==> src/rtl/arf_pkg.sv <==
// Shared types and width helpers for the ARF error-statistics block.
package arf_pkg;

    // Top-level controller states.
    typedef enum logic [2:0] {
        StIdle,
        StAccum,
        StCalc1,
        StCalc2,
        StDone
    } arf_state_e;

    // Signed error width: approx - exact never overflows one extra bit.
    function automatic int unsigned err_w(input int unsigned data_w);
        return data_w + 1;
    endfunction

    // Width of one error squared.
    function automatic int unsigned sq_w(input int unsigned data_w);
        return 2 * err_w(data_w);
    endfunction

    // Signed error-sum width over 2^log2_n samples.
    function automatic int unsigned sum_w(input int unsigned data_w, input int unsigned log2_n);
        return err_w(data_w) + log2_n;
    endfunction

    // Unsigned square-sum width over 2^log2_n samples.
    function automatic int unsigned sqs_w(input int unsigned data_w, input int unsigned log2_n);
        return sq_w(data_w) + log2_n;
    endfunction

endpackage

==> src/rtl/arf_err_chan.sv <==
// One output channel: error, sum / square-sum accumulation, mean and clamped variance.
module arf_err_chan
    import arf_pkg::*;
#(
    parameter int unsigned DATA_W = 16,
    parameter int unsigned LOG2_N = 8
) (
    input  logic                clk,
    input  logic                rst,
    input  logic                clr,
    input  logic                acc,
    input  logic                calc1,
    input  logic                calc2,
    input  logic [DATA_W-1:0]   approx,
    input  logic [DATA_W-1:0]   exact,
    output logic [DATA_W:0]     mean,
    output logic [2*DATA_W+1:0] variance
);

    localparam int unsigned ERR_W = err_w(DATA_W);
    localparam int unsigned SQ_W  = sq_w(DATA_W);
    localparam int unsigned SUM_W = sum_w(DATA_W, LOG2_N);
    localparam int unsigned SQS_W = sqs_w(DATA_W, LOG2_N);

    logic signed [ERR_W-1:0] err;
    logic signed [SQ_W-1:0]  err_sq;
    logic signed [SUM_W-1:0] sum_q;
    logic        [SQS_W-1:0] sq_q;
    logic signed [ERR_W-1:0] m_q;
    logic        [SQ_W-1:0]  q_q;
    logic signed [SQ_W-1:0]  m_sq;
    logic signed [SQ_W:0]    v_diff;
    logic        [ERR_W-1:0] mean_q;
    logic        [SQ_W-1:0]  var_q;

    assign err    = $signed({approx[DATA_W-1], approx}) - $signed({exact[DATA_W-1], exact});
    assign err_sq = SQ_W'(err) * SQ_W'(err);
    assign m_sq   = SQ_W'(m_q) * SQ_W'(m_q);
    // One extra bit so a negative q - m^2 shows up in the sign.
    assign v_diff = $signed({1'b0, q_q}) - $signed({1'b0, m_sq});

    // Accumulate per sample, then reduce to mean / variance over two cycles.
    always_ff @(posedge clk) begin
        if (rst) begin
            sum_q  <= '0;
            sq_q   <= '0;
            m_q    <= '0;
            q_q    <= '0;
            mean_q <= '0;
            var_q  <= '0;
        end else begin
            if (clr) begin
                sum_q <= '0;
                sq_q  <= '0;
            end else if (acc) begin
                sum_q <= sum_q + SUM_W'(err);
                sq_q  <= sq_q + SQS_W'($unsigned(err_sq));
            end
            if (calc1) begin
                // Arithmetic shift floors toward -inf; the mean always fits ERR_W.
                m_q <= ERR_W'(sum_q >>> LOG2_N);
                q_q <= SQ_W'(sq_q >> LOG2_N);
            end
            if (calc2) begin
                mean_q <= m_q;
                var_q  <= v_diff[SQ_W] ? '0 : v_diff[SQ_W-1:0];
            end
        end
    end

    assign mean     = mean_q;
    assign variance = var_q;

endmodule

==> src/rtl/arf_err_stats.sv <==
// Windowed error mean / variance of the approximate ARF datapath against the exact one.
module arf_err_stats
    import arf_pkg::*;
#(
    parameter int unsigned DATA_W = 16,
    parameter int unsigned LOG2_N = 8
) (
    input  logic                clk,
    input  logic                rst,
    input  logic                start,
    input  logic                in_valid,
    output logic                in_ready,
    input  logic [DATA_W-1:0]   approx_27,
    input  logic [DATA_W-1:0]   exact_27,
    input  logic [DATA_W-1:0]   approx_28,
    input  logic [DATA_W-1:0]   exact_28,
    output logic                res_valid,
    input  logic                res_ready,
    output logic [DATA_W:0]     mean_27,
    output logic [DATA_W:0]     mean_28,
    output logic [2*DATA_W+1:0] var_27,
    output logic [2*DATA_W+1:0] var_28,
    output logic                busy,
    output logic [LOG2_N-1:0]   sample_cnt
);

    // N-1 is all ones, so the counter wraps to 0 on the last sample by itself.
    localparam logic [LOG2_N-1:0] CNT_LAST = '1;

    arf_state_e        state_q;
    logic [LOG2_N-1:0] cnt_q;
    logic              accept;
    logic              clr;

    assign in_ready  = (state_q == StAccum);
    assign res_valid = (state_q == StDone);
    assign busy      = (state_q != StIdle);
    assign accept    = in_valid & in_ready;
    assign clr       = (state_q == StIdle) & start;

    // Window controller and accepted-sample counter.
    always_ff @(posedge clk) begin
        if (rst) begin
            state_q <= StIdle;
            cnt_q   <= '0;
        end else begin
            unique case (state_q)
                StIdle: begin
                    if (start) begin
                        state_q <= StAccum;
                        cnt_q   <= '0;
                    end
                end
                StAccum: begin
                    if (accept) begin
                        cnt_q <= cnt_q + LOG2_N'(1);
                        if (cnt_q == CNT_LAST) begin
                            state_q <= StCalc1;
                        end
                    end
                end
                StCalc1: state_q <= StCalc2;
                StCalc2: state_q <= StDone;
                StDone: begin
                    if (res_ready) begin
                        state_q <= StIdle;
                    end
                end
                default: state_q <= StIdle;
            endcase
        end
    end

    assign sample_cnt = cnt_q;

    arf_err_chan #(
        .DATA_W (DATA_W),
        .LOG2_N (LOG2_N)
    ) u_chan_27 (
        .clk      (clk),
        .rst      (rst),
        .clr      (clr),
        .acc      (accept),
        .calc1    (state_q == StCalc1),
        .calc2    (state_q == StCalc2),
        .approx   (approx_27),
        .exact    (exact_27),
        .mean     (mean_27),
        .variance (var_27)
    );

    arf_err_chan #(
        .DATA_W (DATA_W),
        .LOG2_N (LOG2_N)
    ) u_chan_28 (
        .clk      (clk),
        .rst      (rst),
        .clr      (clr),
        .acc      (accept),
        .calc1    (state_q == StCalc1),
        .calc2    (state_q == StCalc2),
        .approx   (approx_28),
        .exact    (exact_28),
        .mean     (mean_28),
        .variance (var_28)
    );

endmodule

==> config.mk <==
export PLATFORM = sky130hd
export DESIGN_NAME = arf_err_stats
export DESIGN_NICKNAME = d
export VERILOG_FILES = /design/src/rtl/arf_pkg.sv /design/src/rtl/arf_err_chan.sv /design/src/rtl/arf_err_stats.sv
export SDC_FILE = /design/constraint.sdc
export NUM_CORES = 2
export LEC_CHECK = 0
export BUFFER_PORTS_ARGS = -buffer_cell sky130_fd_sc_hd__buf_2
export CAP_MARGIN = 15
export CORE_ASPECT_RATIO = 1.4
export CORE_MARGIN = 8
export CORE_UTILIZATION = 56
export CTS_BUF_LIST = sky130_fd_sc_hd__clkbuf_4
export DETAILED_ROUTE_END_ITERATION = 8
export PLACE_DENSITY = 0.87
export SKIP_LAST_GASP = 1
export SYNTH_ARGS = -nofsm -noshare
export SYNTH_HDL_FRONTEND = slang
export SYNTH_SLANG_ARGS = --single-unit
==> constraint.sdc <==
create_clock -name clk -period 10.55 [get_ports clk]
set_input_delay 1.5825 -clock clk [delete_from_list [all_inputs] [get_ports clk]]
set_output_delay 1.5825 -clock clk [all_outputs]
set_load 0.02 [all_outputs]
==> flow_summary.toml <==
[sta]
fin_crit_ps = 10150
fmax_mhz = 98.57
fin_crit_sh_pct = 96.16
slew_headroom_pct = 21.48
worstMarginPinSlew_ps = 1176
clock_skew_ps = 106.1
setup_viol = 0
fin_setup_tns_ps = 0
rsz0062_at_grt = "true"
maxSlewViolCount = 0
finalHoldViolations = 0

[final_layout]
final_nets = 9234
syn2layout_area_growth_pct = 11.28
final.fill_count = 8329
layout-drive-gt1-share_pct = 11.93
finalCoreUtilization_pct = 62.85

[clock_tree]
clock_sinks = 349
cts_max_path_buffers = 3
worst_skew_pair.late_latency_ps = 950
cts_tree = "built"
cts_root_buf = "clkbuf_4"
path_clk_slew_ps = 70
htree_levels = 3
cts_made_buffers = 84

[flow_run]
maxCapViolCount = 0

[worst_setup_path]
worst_setup_path_end_kind = "flip-flop"
rrSetupSlack_ps = 760
slowest_delay_ps = 580
crit_required_ps = 11360
cp_max_fo = 4
endpoint = "u_chan_27.sq_q[36]$_SDFFE_PP0P_"
worst_path_max_delay_cell = "fa_1"
timing.rr.end = "u_chan_27.variance[27]$_SDFFE_PP0P_"
startpoint_type = "input port"
critical_path_class = "input port to flip-flop"
crit_arrival_ps = 10950
crit_top_cell = "fa_1"
ff2ff_path_depth = 32
reg2reg_from = "u_chan_27.m_q[4]$_SDFFE_PP0N_"
critPathLaunch = "approx_27[1]"

[synthesis]
synth_top_area_share_pct = 35.96
synthAdderAreaFrac_pct = 47.62
synth_cells = 6999
avgSynthCellArea_sq_um = 8.646
synth_edf_count = 0
muxShareOfSynthArea_pct = 0.1034
synth_top_family_by_area = "adder cells"
synthesis.area_sq_mm = 0.06051
synth_compound_area_share_pct = 12.00
yosysSeqAreaShare_pct = 11.55
synthTopCellsByArea = "fa_1 36%, ha_1 12%, dfxtp_1 12%"
synth_seq_cells = 349
ys_async_sr_fraction_pct = 0
synth-simple-area-share_pct = 13.31
synth_ff_type = "dfxtp_1"
synth_cell_type_count = 81
synth-xor-area-share_pct = 5.219
yosysWarnings = 0
synth_fp_nets = 8719
synth_top_cell_by_area = "fa_1"

[detailed_routing]
viasPerCell = 5.560
drtAntennaViolNets = 0
wirelength_mm = 160.4
dr.pass1.iters = 8
num_vias = 50150
drcViolationCount = 0
first_iter_violations = 3331
post_drt_wl_per_cell_microns = 17.78

[grt]
grt_usage_pct = 26.77
grt_pass1_vias = 54810
grt_overflow_total = 0
antenna_found_initial = 5
grt_pass1_wl_mm = 261.6
grt_max_degree = 104

[die]
die_x_microns = 293.8
core_area_sq_mm = 0.1071
die_h_microns = 404.9
start_util_pct = 56.48
num_rows = 142
io_pins = 182
die_area_sq_mm = 0.1190

[placed_design]
dp_hpwl_mm = 133.6
gp_congestion = 0.9685
port_buffers = 181

[outcome]
outcome = "complete, no violations"

[worst_hold_path]
hp-class = "flip-flop to flip-flop"
hp-start = "u_chan_28.sq_q[35]$_SDFFE_PP0P_"
## synth_stat cells, types with 16 or more instances
cell type / n
nand4_1: 27
a211oi_1: 27
o211ai_1: 16
xor2_1: 112
nor2_1: 398
and3_1: 31
ha_1: 564
fa_1: 1087
xnor2_1: 243
inv_1: 1398
nor3_1: 46
nand2b_1: 74
a22o_1: 33
o21bai_1: 43
nand2_1: 888
and2_1: 137
a21o_1: 140
or3_1: 26
o31ai_1: 16
nor2b_1: 44
o21a_1: 43
a31oi_1: 28
a21oi_1: 547
clkbuf_1: 208
o21ai_0: 155
nand3_1: 87
dfxtp_1: 349
or2_2: 24
## layer usage
layer	GRT usage, %	routed length, microns	vias to the layer above
li1	-	-	22970
met2	48.04	81100	1970
met1	29.85	58320	24540
met4	15.38	9837	4
met3	4.403	11100	661
met5	0	25	-
## sequential cells by signal, indices dropped and copies added (netlist names)
name                flops
sample_cnt              8
state_q                 3
u_chan_27.m_q          17
u_chan_27.mean         17
u_chan_27.q_q          34
u_chan_27.sq_q         42
u_chan_27.sum_q        25
u_chan_27.variance     34
u_chan_28.m_q          17
u_chan_28.mean         17
u_chan_28.q_q          34
u_chan_28.sq_q         42
u_chan_28.sum_q        25
u_chan_28.variance     34
## cell usage in the layout (no fill, tap or decap), types with 11 or more instances in the layout
master | Yosys | routed
a31o_2 | 14 | 14
nand2b_1 | 74 | 73
clkinv_1 | 6 | 28
o21ai_0 | 155 | 146
xnor2_1 | 243 | 237
xor2_1 | 112 | 112
ha_1 | 564 | 560
o21ai_1 | 6 | 11
a31oi_1 | 28 | 27
o21a_1 | 43 | 43
and3_1 | 31 | 31
a22o_1 | 33 | 33
nor2b_1 | 44 | 43
dfxtp_1 | 349 | 349
inv_1 | 1398 | 1396
buf_4 | 0 | 476
a21oi_2 | 4 | 14
nor3_1 | 46 | 45
or2_2 | 24 | 24
nor2_1 | 398 | 394
fa_1 | 1087 | 1085
o31ai_1 | 16 | 15
nand4_1 | 27 | 27
or3_1 | 26 | 26
o211ai_1 | 16 | 16
buf_2 | 9 | 180
a211oi_1 | 27 | 25
nand3_1 | 87 | 86
o21bai_1 | 43 | 43
and2_1 | 137 | 135
a211o_1 | 11 | 11
nand2_1 | 888 | 883
a21oi_1 | 547 | 537
a21o_1 | 140 | 140
clkbuf_4 | 0 | 111
## critical path: cells and delay by family
family,cells,cell delay [ps]
adder cells (fa/ha/maj),9,3990
XOR/XNOR,2,270
AO/OA/AOI/OAI,17,2920
AND/OR/NAND/NOR,11,1890
buffers and inverters,4,260
## worst min-delay path by stage
stage                                               end  slack [ps]  depth (start not counted)
floorplan                u_chan_27.sq_q[3]$_SDFFE_PP0P_         440                          2
global placement    u_chan_28.variance[32]$_SDFFE_PP0P_         430                          2
detailed placement  u_chan_28.variance[32]$_SDFFE_PP0P_         440                          2
CTS                      u_chan_28.q_q[27]$_SDFFE_PP0N_         440                          2
global route             u_chan_28.q_q[27]$_SDFFE_PP0N_         460                          2
finish                   u_chan_28.q_q[27]$_SDFFE_PP0N_         440                          2
## what timing repair did
action / in CTS / in global routing
hold buffers: 0 / 0
gates resized for setup: 0 / 31
endpoints found under the setup margin: 0 / 24
setup buffers: 0 / 4
## metrics by stage
step                cells  worst slack (ps)  cell area, sq um  hold slack, ps
floorplan            6999             3.419             60730           436.2
global placement     8862            -494.3             66120           434.7
detailed placement   8862            -671.3             66120           440.1
CTS                  9011             247.4             67150           437.1
global route         9020            -24.80             67340           459.7
finish               9020             404.8             67340           438.8
## cell families after synthesis
kind of cell               count (synthesis)
DFF                                      349
xor gates and xnor gates                 358
adders and majority gates               1651
and+or+nand+nor                         1820
buffers and inverters                   1641
AOI/OAI and AO/OA                       1174
muxes                                      6
## cell type report
| cell class | count | area (sq um) | area share, % |
|---|---|---|---|
| Timing Repair Buffer | 661 | 4552 | 6.760 |
| Inverter | 1409 | 5291 | 7.858 |
| Multi-Input combinational cell | 5009 | 47660 | 70.78 |
| Tap cell | 1440 | 1802 | 2.676 |
| Clock inverter | 38 | 205.2 | 0.3047 |
| Clock buffer | 111 | 833.3 | 1.237 |
| Antenna cell | 3 | 7.507 | 0.01115 |
| Sequential cell | 349 | 6987 | 10.38 |
Power is left out: the tool's default activity adds up to more than one toggle a clock period on the data nets, which glitch-free logic cannot reach.
